**config.mk**
```make
export PLATFORM = sky130hd
export DESIGN_NAME = aes_key_schedule
export DESIGN_NICKNAME = d
export VERILOG_FILES = /design/src/rtl/aes_key_schedule.sv
export SDC_FILE = /design/constraint.sdc
export NUM_CORES = 2
export LEC_CHECK = 0
export ABC_AREA = 0
export BUFFER_PORTS_ARGS = -buffer_cell sky130_fd_sc_hd__buf_4
export CAP_MARGIN = 5
export CORE_ASPECT_RATIO = 0.5
export CORE_UTILIZATION = 62
export DETAILED_ROUTE_END_ITERATION = 10
export PLACE_DENSITY = 0.92
export SYNTH_ARGS = -nofsm -noshare
export SYNTH_HDL_FRONTEND = slang
export SYNTH_SLANG_ARGS = --single-unit
```
**constraint.sdc**
```tcl
create_clock -name clk -period 15.18 [get_ports clk]
set_clock_uncertainty 0.15 [all_clocks]
set_input_delay 0.759 -clock clk [delete_from_list [all_inputs] [get_ports clk]]
set_output_delay 0.759 -clock clk [all_outputs]
set_load 0.05 [all_outputs]
```
**src/rtl/aes_key_schedule.sv**
```systemverilog
// aes_key_schedule
//   AES-128/192/256 key expansion engine. One cipher key is accepted per
//   start handshake. Expanded words are produced one per cycle (two when a
//   SubWord is needed, through a single registered 4-byte S-box path).
//   Words are packed four at a time into 128-bit round keys 0..Nr that are
//   streamed on a valid/ready port.
//
//   Optional feature macro: AES_KEY_STORE_EN adds a 15-entry round-key
//   store with a registered read port (rd_idx/rd_key) for reverse-order
//   key fetch during decryption.
//
// Ports
//   clk, reset    : clock, synchronous active-high reset
//   start         : request a new schedule, taken when start & key_ready
//   key_len       : 00=AES-128, 01=AES-192, 10=AES-256, 11 behaves as 00
//   key_in        : cipher key, MSB-aligned
//   key_ready     : engine idle, start will be accepted
//   rk_valid/rk_ready/rk_data/rk_idx : round-key stream
//   done          : one-cycle pulse after round key Nr is accepted
//   rd_idx/rd_key : store read port (AES_KEY_STORE_EN only)
//
// Handshake: a round key transfers on a rising edge where rk_valid and
// rk_ready are both high. While rk_valid is high and rk_ready low, rk_valid,
// rk_data and rk_idx hold their values.
module aes_key_schedule #(
    parameter int MAX_KEY_BITS = 256,
    parameter int RK_IDX_W     = 4
) (
    input  logic                    clk,
    input  logic                    reset,
    input  logic                    start,
    input  logic [1:0]              key_len,
    input  logic [MAX_KEY_BITS-1:0] key_in,
    output logic                    key_ready,
    output logic                    rk_valid,
    input  logic                    rk_ready,
    output logic [127:0]            rk_data,
    output logic [RK_IDX_W-1:0]     rk_idx,
    output logic                    done
`ifdef AES_KEY_STORE_EN
    ,
    input  logic [3:0]              rd_idx,
    output logic [127:0]            rd_key
`endif
);

    typedef enum logic [2:0] {S_IDLE, S_LOAD, S_GEN, S_SUB, S_DRAIN} state_t;

    // AES S-box, entry 0 in the most significant byte.
    localparam logic [2047:0] SBOX = {
        128'h637c777bf26b6fc53001672bfed7ab76, 128'hca82c97dfa5947f0add4a2af9ca472c0,
        128'hb7fd9326363ff7cc34a5e5f171d83115, 128'h04c723c31896059a071280e2eb27b275,
        128'h09832c1a1b6e5aa0523bd6b329e32f84, 128'h53d100ed20fcb15b6acbbe394a4c58cf,
        128'hd0efaafb434d338545f9027f503c9fa8, 128'h51a3408f929d38f5bcb6da2110fff3d2,
        128'hcd0c13ec5f974417c4a77e3d645d1973, 128'h60814fdc222a908846eeb814de5e0bdb,
        128'he0323a0a4906245cc2d3ac629195e479, 128'he7c8376d8dd54ea96c56f4ea657aae08,
        128'hba78252e1ca6b4c6e8dd741f4bbd8b8a, 128'h703eb5664803f60e613557b986c11d9e,
        128'he1f8981169d98e949b1e87e9ce5528df, 128'h8ca1890dbfe6426841992d0fb054bb16
    };

    function automatic logic [7:0] sbox(input logic [7:0] x);
        sbox = SBOX[{~x, 3'b000} +: 8];
    endfunction

    state_t                  state_q;
    logic [MAX_KEY_BITS-1:0] key_q;        // remaining key words, next at MSB
    logic [2:0]              nkm1_q;       // Nk-1
    logic [5:0]              last_word_q;  // index of final word, 4*(Nr+1)-1
    logic [5:0]              word_cnt_q;   // i
    logic [2:0]              mod_q;        // i % Nk as a wrap counter
    logic [7:0]              rcon_q;
    logic [31:0]             win_q [8];    // win_q[0] = w[i-1], win_q[Nk-1] = w[i-Nk]
    logic [31:0]             asm_q [4];
    logic [1:0]              asm_cnt_q;
    logic [RK_IDX_W-1:0]     grp_q;
    logic [31:0]             sbox_q;
    logic                    rk_valid_q;
    logic [127:0]            rk_data_q;
    logic [RK_IDX_W-1:0]     rk_idx_q;
    logic                    done_q;

    logic [31:0] temp, w_old, sbox_in, rcon_word, word;
    logic        need_sub, word_vld, out_free, grp_done, push, last_word;

    assign temp      = win_q[0];
    assign w_old     = win_q[nkm1_q];
    assign need_sub  = (mod_q == 3'd0) || (nkm1_q == 3'd7 && mod_q == 3'd4);
    assign sbox_in   = (mod_q == 3'd0) ? {temp[23:0], temp[31:24]} : temp;
    assign rcon_word = (mod_q == 3'd0) ? {rcon_q, 24'h0} : 32'h0;

    always_comb begin
        word_vld = 1'b0;
        word     = 32'h0;
        case (state_q)
            S_LOAD: begin
                word_vld = 1'b1;
                word     = key_q[MAX_KEY_BITS-1 -: 32];
            end
            S_GEN: begin
                if (!need_sub) begin
                    word_vld = 1'b1;
                    word     = w_old ^ temp;
                end
            end
            S_SUB: begin
                word_vld = 1'b1;
                word     = w_old ^ sbox_q ^ rcon_word;
            end
            default: ;
        endcase
    end

    // A completed group may only move out if the output slot is empty or is
    // being consumed this very edge; otherwise everything holds.
    assign out_free  = !rk_valid_q || rk_ready;
    assign grp_done  = word_vld && (asm_cnt_q == 2'd3);
    assign push      = word_vld && (!grp_done || out_free);
    assign last_word = (word_cnt_q == last_word_q);

    always_ff @(posedge clk) begin
        if (reset) begin
            state_q     <= S_IDLE;
            key_q       <= '0;
            nkm1_q      <= 3'd3;
            last_word_q <= 6'd43;
            word_cnt_q  <= '0;
            mod_q       <= '0;
            rcon_q      <= 8'h01;
            for (int k = 0; k < 8; k++) win_q[k] <= '0;
            for (int k = 0; k < 4; k++) asm_q[k] <= '0;
            asm_cnt_q   <= '0;
            grp_q       <= '0;
            sbox_q      <= '0;
            rk_valid_q  <= 1'b0;
            rk_data_q   <= '0;
            rk_idx_q    <= '0;
            done_q      <= 1'b0;
        end else begin
            done_q <= 1'b0;
            if (rk_valid_q && rk_ready) rk_valid_q <= 1'b0;

            case (state_q)
                S_IDLE: begin
                    if (start) begin
                        key_q      <= key_in;
                        word_cnt_q <= '0;
                        mod_q      <= '0;
                        rcon_q     <= 8'h01;
                        asm_cnt_q  <= '0;
                        grp_q      <= '0;
                        state_q    <= S_LOAD;
                        case (key_len)
                            2'b01:   begin nkm1_q <= 3'd5; last_word_q <= 6'd51; end
                            2'b10:   begin nkm1_q <= 3'd7; last_word_q <= 6'd59; end
                            default: begin nkm1_q <= 3'd3; last_word_q <= 6'd43; end
                        endcase
                    end
                end
                S_GEN: begin
                    if (need_sub) begin
                        sbox_q  <= {sbox(sbox_in[31:24]), sbox(sbox_in[23:16]),
                                    sbox(sbox_in[15:8]),  sbox(sbox_in[7:0])};
                        state_q <= S_SUB;
                    end
                end
                S_DRAIN: begin
                    if (rk_valid_q && rk_ready) begin
                        done_q  <= 1'b1;
                        state_q <= S_IDLE;
                    end
                end
                default: ;
            endcase

            if (push) begin
                for (int k = 7; k > 0; k--) win_q[k] <= win_q[k-1];
                win_q[0]   <= word;
                word_cnt_q <= word_cnt_q + 6'd1;
                mod_q      <= (mod_q == nkm1_q) ? 3'd0 : mod_q + 3'd1;
                if (state_q == S_LOAD) key_q <= key_q << 32;
                if (state_q == S_SUB && mod_q == 3'd0)
                    rcon_q <= {rcon_q[6:0], 1'b0} ^ (rcon_q[7] ? 8'h1B : 8'h00);

                if (grp_done) begin
                    rk_valid_q <= 1'b1;
                    rk_data_q  <= {asm_q[0], asm_q[1], asm_q[2], word};
                    rk_idx_q   <= grp_q;
                    grp_q      <= grp_q + {{(RK_IDX_W-1){1'b0}}, 1'b1};
                    asm_cnt_q  <= '0;
                end else begin
                    asm_q[asm_cnt_q] <= word;
                    asm_cnt_q        <= asm_cnt_q + 2'd1;
                end

                if (last_word)
                    state_q <= S_DRAIN;
                else if (state_q == S_SUB)
                    state_q <= S_GEN;
                else if (state_q == S_LOAD && word_cnt_q == {3'b000, nkm1_q})
                    state_q <= S_GEN;
            end
        end
    end

    assign key_ready = (state_q == S_IDLE);
    assign rk_valid  = rk_valid_q;
    assign rk_data   = rk_data_q;
    assign rk_idx    = rk_idx_q;
    assign done      = done_q;

`ifdef AES_KEY_STORE_EN
    // Store survives reset and new jobs; entries are overwritten as rounds
    // are re-emitted.
    logic [127:0] store_q [15];
    logic [127:0] rd_key_q;

    always_ff @(posedge clk) begin
        if (!reset && rk_valid_q && rk_ready && rk_idx_q <= RK_IDX_W'(14))
            store_q[rk_idx_q] <= rk_data_q;
    end

    always_ff @(posedge clk) begin
        if (reset)
            rd_key_q <= '0;
        else
            rd_key_q <= (rd_idx <= 4'd14) ? store_q[rd_idx] : '0;
    end

    assign rd_key = rd_key_q;
`endif

endmodule
```
==> results of run 1 <==
-- layer usage --
| metal | GRT overflow | global-route usage |
|---|---|---|
| met3 | 1 | 0.620 |
| met5 | 0 | 0.350 |
| met1 | 0 | 0.755 |
| met2 | 7 | 0.854 |
| met4 | 7 | 0.628 |
-- stage by stage --
step / setup WS (ps) / area [um^2] / util / hold slack (ps)
floorplan: 6670 / 47100 / - / 287
global placement: 9550 / 50100 / 0.667 / 292
detailed placement: 9420 / 50100 / 0.667 / 297
CTS: 9300 / 52400 / 0.697 / 163
-- logic make-up after synthesis --
| family | after synthesis | share of synthesized area |
|---|---|---|
| AO/OA/AOI/OAI | 1595 | 0.233 |
| flip-flops | 804 | 0.416 |
| XOR/XNOR | 97 | 0.0180 |
| adder cells (fa/ha/maj) | 62 | 0.0165 |
| buffers and inverters | 580 | 0.0524 |
| multiplexers | 158 | 0.0448 |
| AND/OR/NAND/NOR | 2369 | 0.219 |
-- cells in the mapped netlist (41+ instances only) --
cell / number / share of area
a311oi_1: 256 / 0.048
edfxtp_1: 352 / 0.22
a31oi_1: 58 / 0.0077
buf_1: 41 / 0.0033
clkbuf_1: 360 / 0.029
nor3_1: 79 / 0.0084
a211oi_1: 106 / 0.017
o21ai_0: 230 / 0.024
ha_1: 62 / 0.016
nor2_1: 700 / 0.056
o22ai_1: 72 / 0.0096
nand2b_1: 44 / 0.0058
a21oi_1: 428 / 0.045
o211ai_1: 65 / 0.010
xnor2_1: 85 / 0.016
and2_1: 239 / 0.032
nand2_1: 1063 / 0.085
buf_2: 117 / 0.012
dfxtp_1: 452 / 0.19
a221oi_1: 44 / 0.0082
mux2i_1: 75 / 0.016
nand3_1: 93 / 0.0099
==> run summary, run 1 <==
Outcome = did not finish
Last stage = 5_1_grt
Run-stopping error = [ERROR GRT-0232] Routing congestion too high. Check the congestion heatmap in the GUI.
Largest net degree at the start of global routing = 289
H-tree Lvls = 3
Die height = 197 um
Post-CTS setup repair buffer count = 0
Synth async-reset ratio = 0
CTS Sinks = 804
Ys Warns = 0
Syn nets = 5989
Most used DFF post-synth = dfxtp_1
Clock Tree Buf Depth = 3
Post-synth EDFFs = 352
Syn_area_per_cell = 8.32 um^2
Unique masters post-synth = 103
Root buffer cell = clkbuf_16
Congestion Overflow GR = 15
Seq/Total Area, Yosys = 0.416
Post-CTS Resized = 0
Total GRT Usage = 0.725
FF+latch count, synth = 804
# hold bufs at CTS = 0
Final HPWL DP = 141000 um
PortBufs = 396
Number of clock buffers inserted by TritonCTS = 69
IO Count = 397
Initial antenna violation count = 46
Row cnt = 71
Cells after synthesis = 5665
Synth Cell Area = 0.0471 mm^2
Initial core utilization = 0.627
Routability congestion estimate from global placement = 1.12
Placed cell count = 6663
Die Wd = 392 um
==> run 2: changes to the inputs <==
- CORE_ASPECT_RATIO: 0.5 -> not set
- CORE_UTILIZATION: 62 -> 40
- PLACE_DENSITY: 0.92 -> not set
- PLACE_DENSITY_LB_ADDON: not set -> 0.15
==> run summary, run 2 <==
Outcome = finished clean
Clk pwr share = 0.360
Arr. time, crit path = 6030 ps
Commonest non-fill, non-tap cell in the layout = nand2_1
Most frequent cells in the layout = 1060 x nand2_1, 696 x nor2_1, 539 x buf_4
IO Count = 397
Initial antenna violation count = 25
Total Wirelength = 220000 um
Worst min path class = input port to flop
Required time of the critical path = 15560 ps
Final HPWL DP = 150000 um
Post-CTS Resized = 0
Most used DFF post-synth = dfxtp_1
Congestion Overflow GR = 0
RSZ-0062 raised after global routing = no
Layout Nets = 6078
Die area = 0.119 mm^2
WS Path Type = flop to flop
Post-synth EDFFs = 352
Root buffer cell = clkbuf_16
Cells after synthesis = 5665
R2r setup slk = 9530 ps
# hold bufs at CTS = 0
Synth async-reset ratio = 0
Routed Antenna Nets = 0
FF/Latch Area = 0.0196 mm^2
Synth area leader = edfxtp_1
Unique masters post-synth = 103
Power, Total = 6.16 mW
DRC errors left = 0
Combinational share of power = 0.241
Net Switching = 2.07 mW
Switching Fraction = 0.336
Final min period = 5650 ps
Leakage = 19.7 nW
FF+latch count, synth = 804
Area growth, synth to finish = 14.7%
Count of final hold-check violations = 0
Clock latency on the worst-skew pair = 680 ps
Vias post-DR = 46874
CTS tree = yes
Synth Cell Area = 0.0471 mm^2
Die height = 345 um
Row cnt = 125
Seq/Total Area, Yosys = 0.416
Worst path most repeated cell = ha_1
Setup violators final = 0
Reg power frac = 0.398
Core Box Area = 0.117 mm^2
Final Cell Area = 0.0540 mm^2
Syn nets = 5989
Worst-path clk slew = 70 ps
Slowest-stage cell, CP = ha_1
Synth cell count leaders = 1063 x nand2_1, 700 x nor2_1, 452 x dfxtp_1
Part of the cycle the worst path needs = 0.372
Setup_tns = 0 ps
Post-CTS setup repair buffer count = 0
Pins over their slew limit = 0
Share of layout cells above drive strength 1 = 0.143
Peak supply drop = 0.0000904 V
Count leader, synth = nand2_1
Routability congestion estimate from global placement = 1.03
Fill count = 11433
Hold Slack = 180 ps
Drt wl/cell = 29.8 um
Max incr delay on CP = 760 ps
Vias per cell = 6.36
Rel. slew slack = 0.138
Multi-input logic area = 0.0252 mm^2
Util after Layout = 0.464
Synth top area share = 0.224
Largest net degree at the start of global routing = 226
Number of global-route vias before repair = 43984
PortBufs = 396
TritonRoute pass-1 iters = 6
Total GRT Usage = 0.355
Top cells by area, synth = edfxtp_1 22%, dfxtp_1 19%, nand2_1 8.5%
Critical Path, Cell by Cell = inv_1, ha_1, buf_4, nor2b_4, buf_12, mux2_2, clkinv_1, ha_1, and4b_1, a31oi_1, nand2_1, o221a_2, o32ai_1, o31ai_1, a211oi_1, nor4b_1
Ys Warns = 0
Pwr dens = 114 mW/mm^2
Worst Tran Pin Value = 1290 ps
DP Area = 0.0510 mm^2
Initial DRC count = 6341
Maximum clock frequency = 177 MHz
Syn_area_per_cell = 8.32 um^2
Worst-path fanout max = 112
Initial core utilization = 0.404
CTS Sinks = 804
Number of clock buffers inserted by TritonCTS = 86
Critical Path Sink Type = flop
First-pass GRT wire length = 317000 um
Die Wd = 345 um
Clock Tree Buf Depth = 3
Internal = 4.09 mW
Max cap viols = 0
Startpoint Class = flop
H-tree Lvls = 3
run 2: cell counts after synthesis:
No cell type changed its count.
run 2: area by class of cell:
class / instances / share of cell area
Clock inverter: 42 / 0.00912
Sequential cell: 804 / 0.363
Tap cell: 1524 / 0.0353
Multi-Input combinational cell: 4281 / 0.467
Antenna cell: 18 / 0.000833
Timing Repair Buffer: 544 / 0.0764
Clock buffer: 119 / 0.0461
Inverter: 37 / 0.00259
run 2: power by group through the flow:
| stage | logic [mW] | clock network [mW] | registers [mW] |
|---|---|---|---|
| final | 1.49 | 2.22 | 2.45 |
| after global routing | 1.55 | 2.34 | 2.47 |
| after CTS | 1.43 | 2.25 | 2.45 |
| after detailed placement | 1.42 | 0 | 2.50 |
| after global placement | 1.45 | 0 | 2.50 |
| after floorplan | 0.898 | 0 | 2.48 |
run 2: path summary, 6_finish.rpt:
path | from | to | cells past startpoint
hold reg to reg | rk_data[36]$_SDFFE_PP0P_ | rk_data[36]$_SDFFE_PP0P_ | 2
hold / removal | key_in[8] | key_q[8]$_SDFF_PP0_ | 3
setup / recovery | mod_q[0]$_SDFFE_PP0P_ | sbox_q[23]$_SDFFE_PP0P_ | 16
setup reg to reg | mod_q[0]$_SDFFE_PP0P_ | sbox_q[23]$_SDFFE_PP0P_ | 16
run 2: logic make-up (layout without fill, tap and decap cells):
| kind of cell | after synthesis | in the layout | synth area share |
|---|---|---|---|
| compound gates | 1595 | 1595 | 0.233 |
| flops | 804 | 804 | 0.416 |
| fa+ha+maj | 62 | 62 | 0.0165 |
| simple gates | 2369 | 2369 | 0.219 |
| other cells | 0 | 18 | 0 |
| buf+inv | 580 | 742 | 0.0524 |
| mux | 158 | 158 | 0.0448 |
| xor+xnor | 97 | 97 | 0.0180 |
run 2: per-stage QoR:
stage	std cells	worst slack (ps)
finish	7369	9530
global route	7367	9200
CTS	7350	9620
detailed placement	7189	9600
global placement	7189	9670
floorplan	5665	6670
run 2: metal layers:
layer,track usage,wire (um)
met1,0.494,93900
met2,0.529,94800
met3,0.0765,20600
met4,0.155,10500
met5,0,73
run 2: critical path, delay by kind of cell (launching register included):
kind            cells  cell delay, ps
mux                 1             520
simple gates        4             810
compound gates      5            1320
buf+inv             4            1370
flops               1             340
fa+ha+maj           2             900
(Power assumes the default switching activity.)
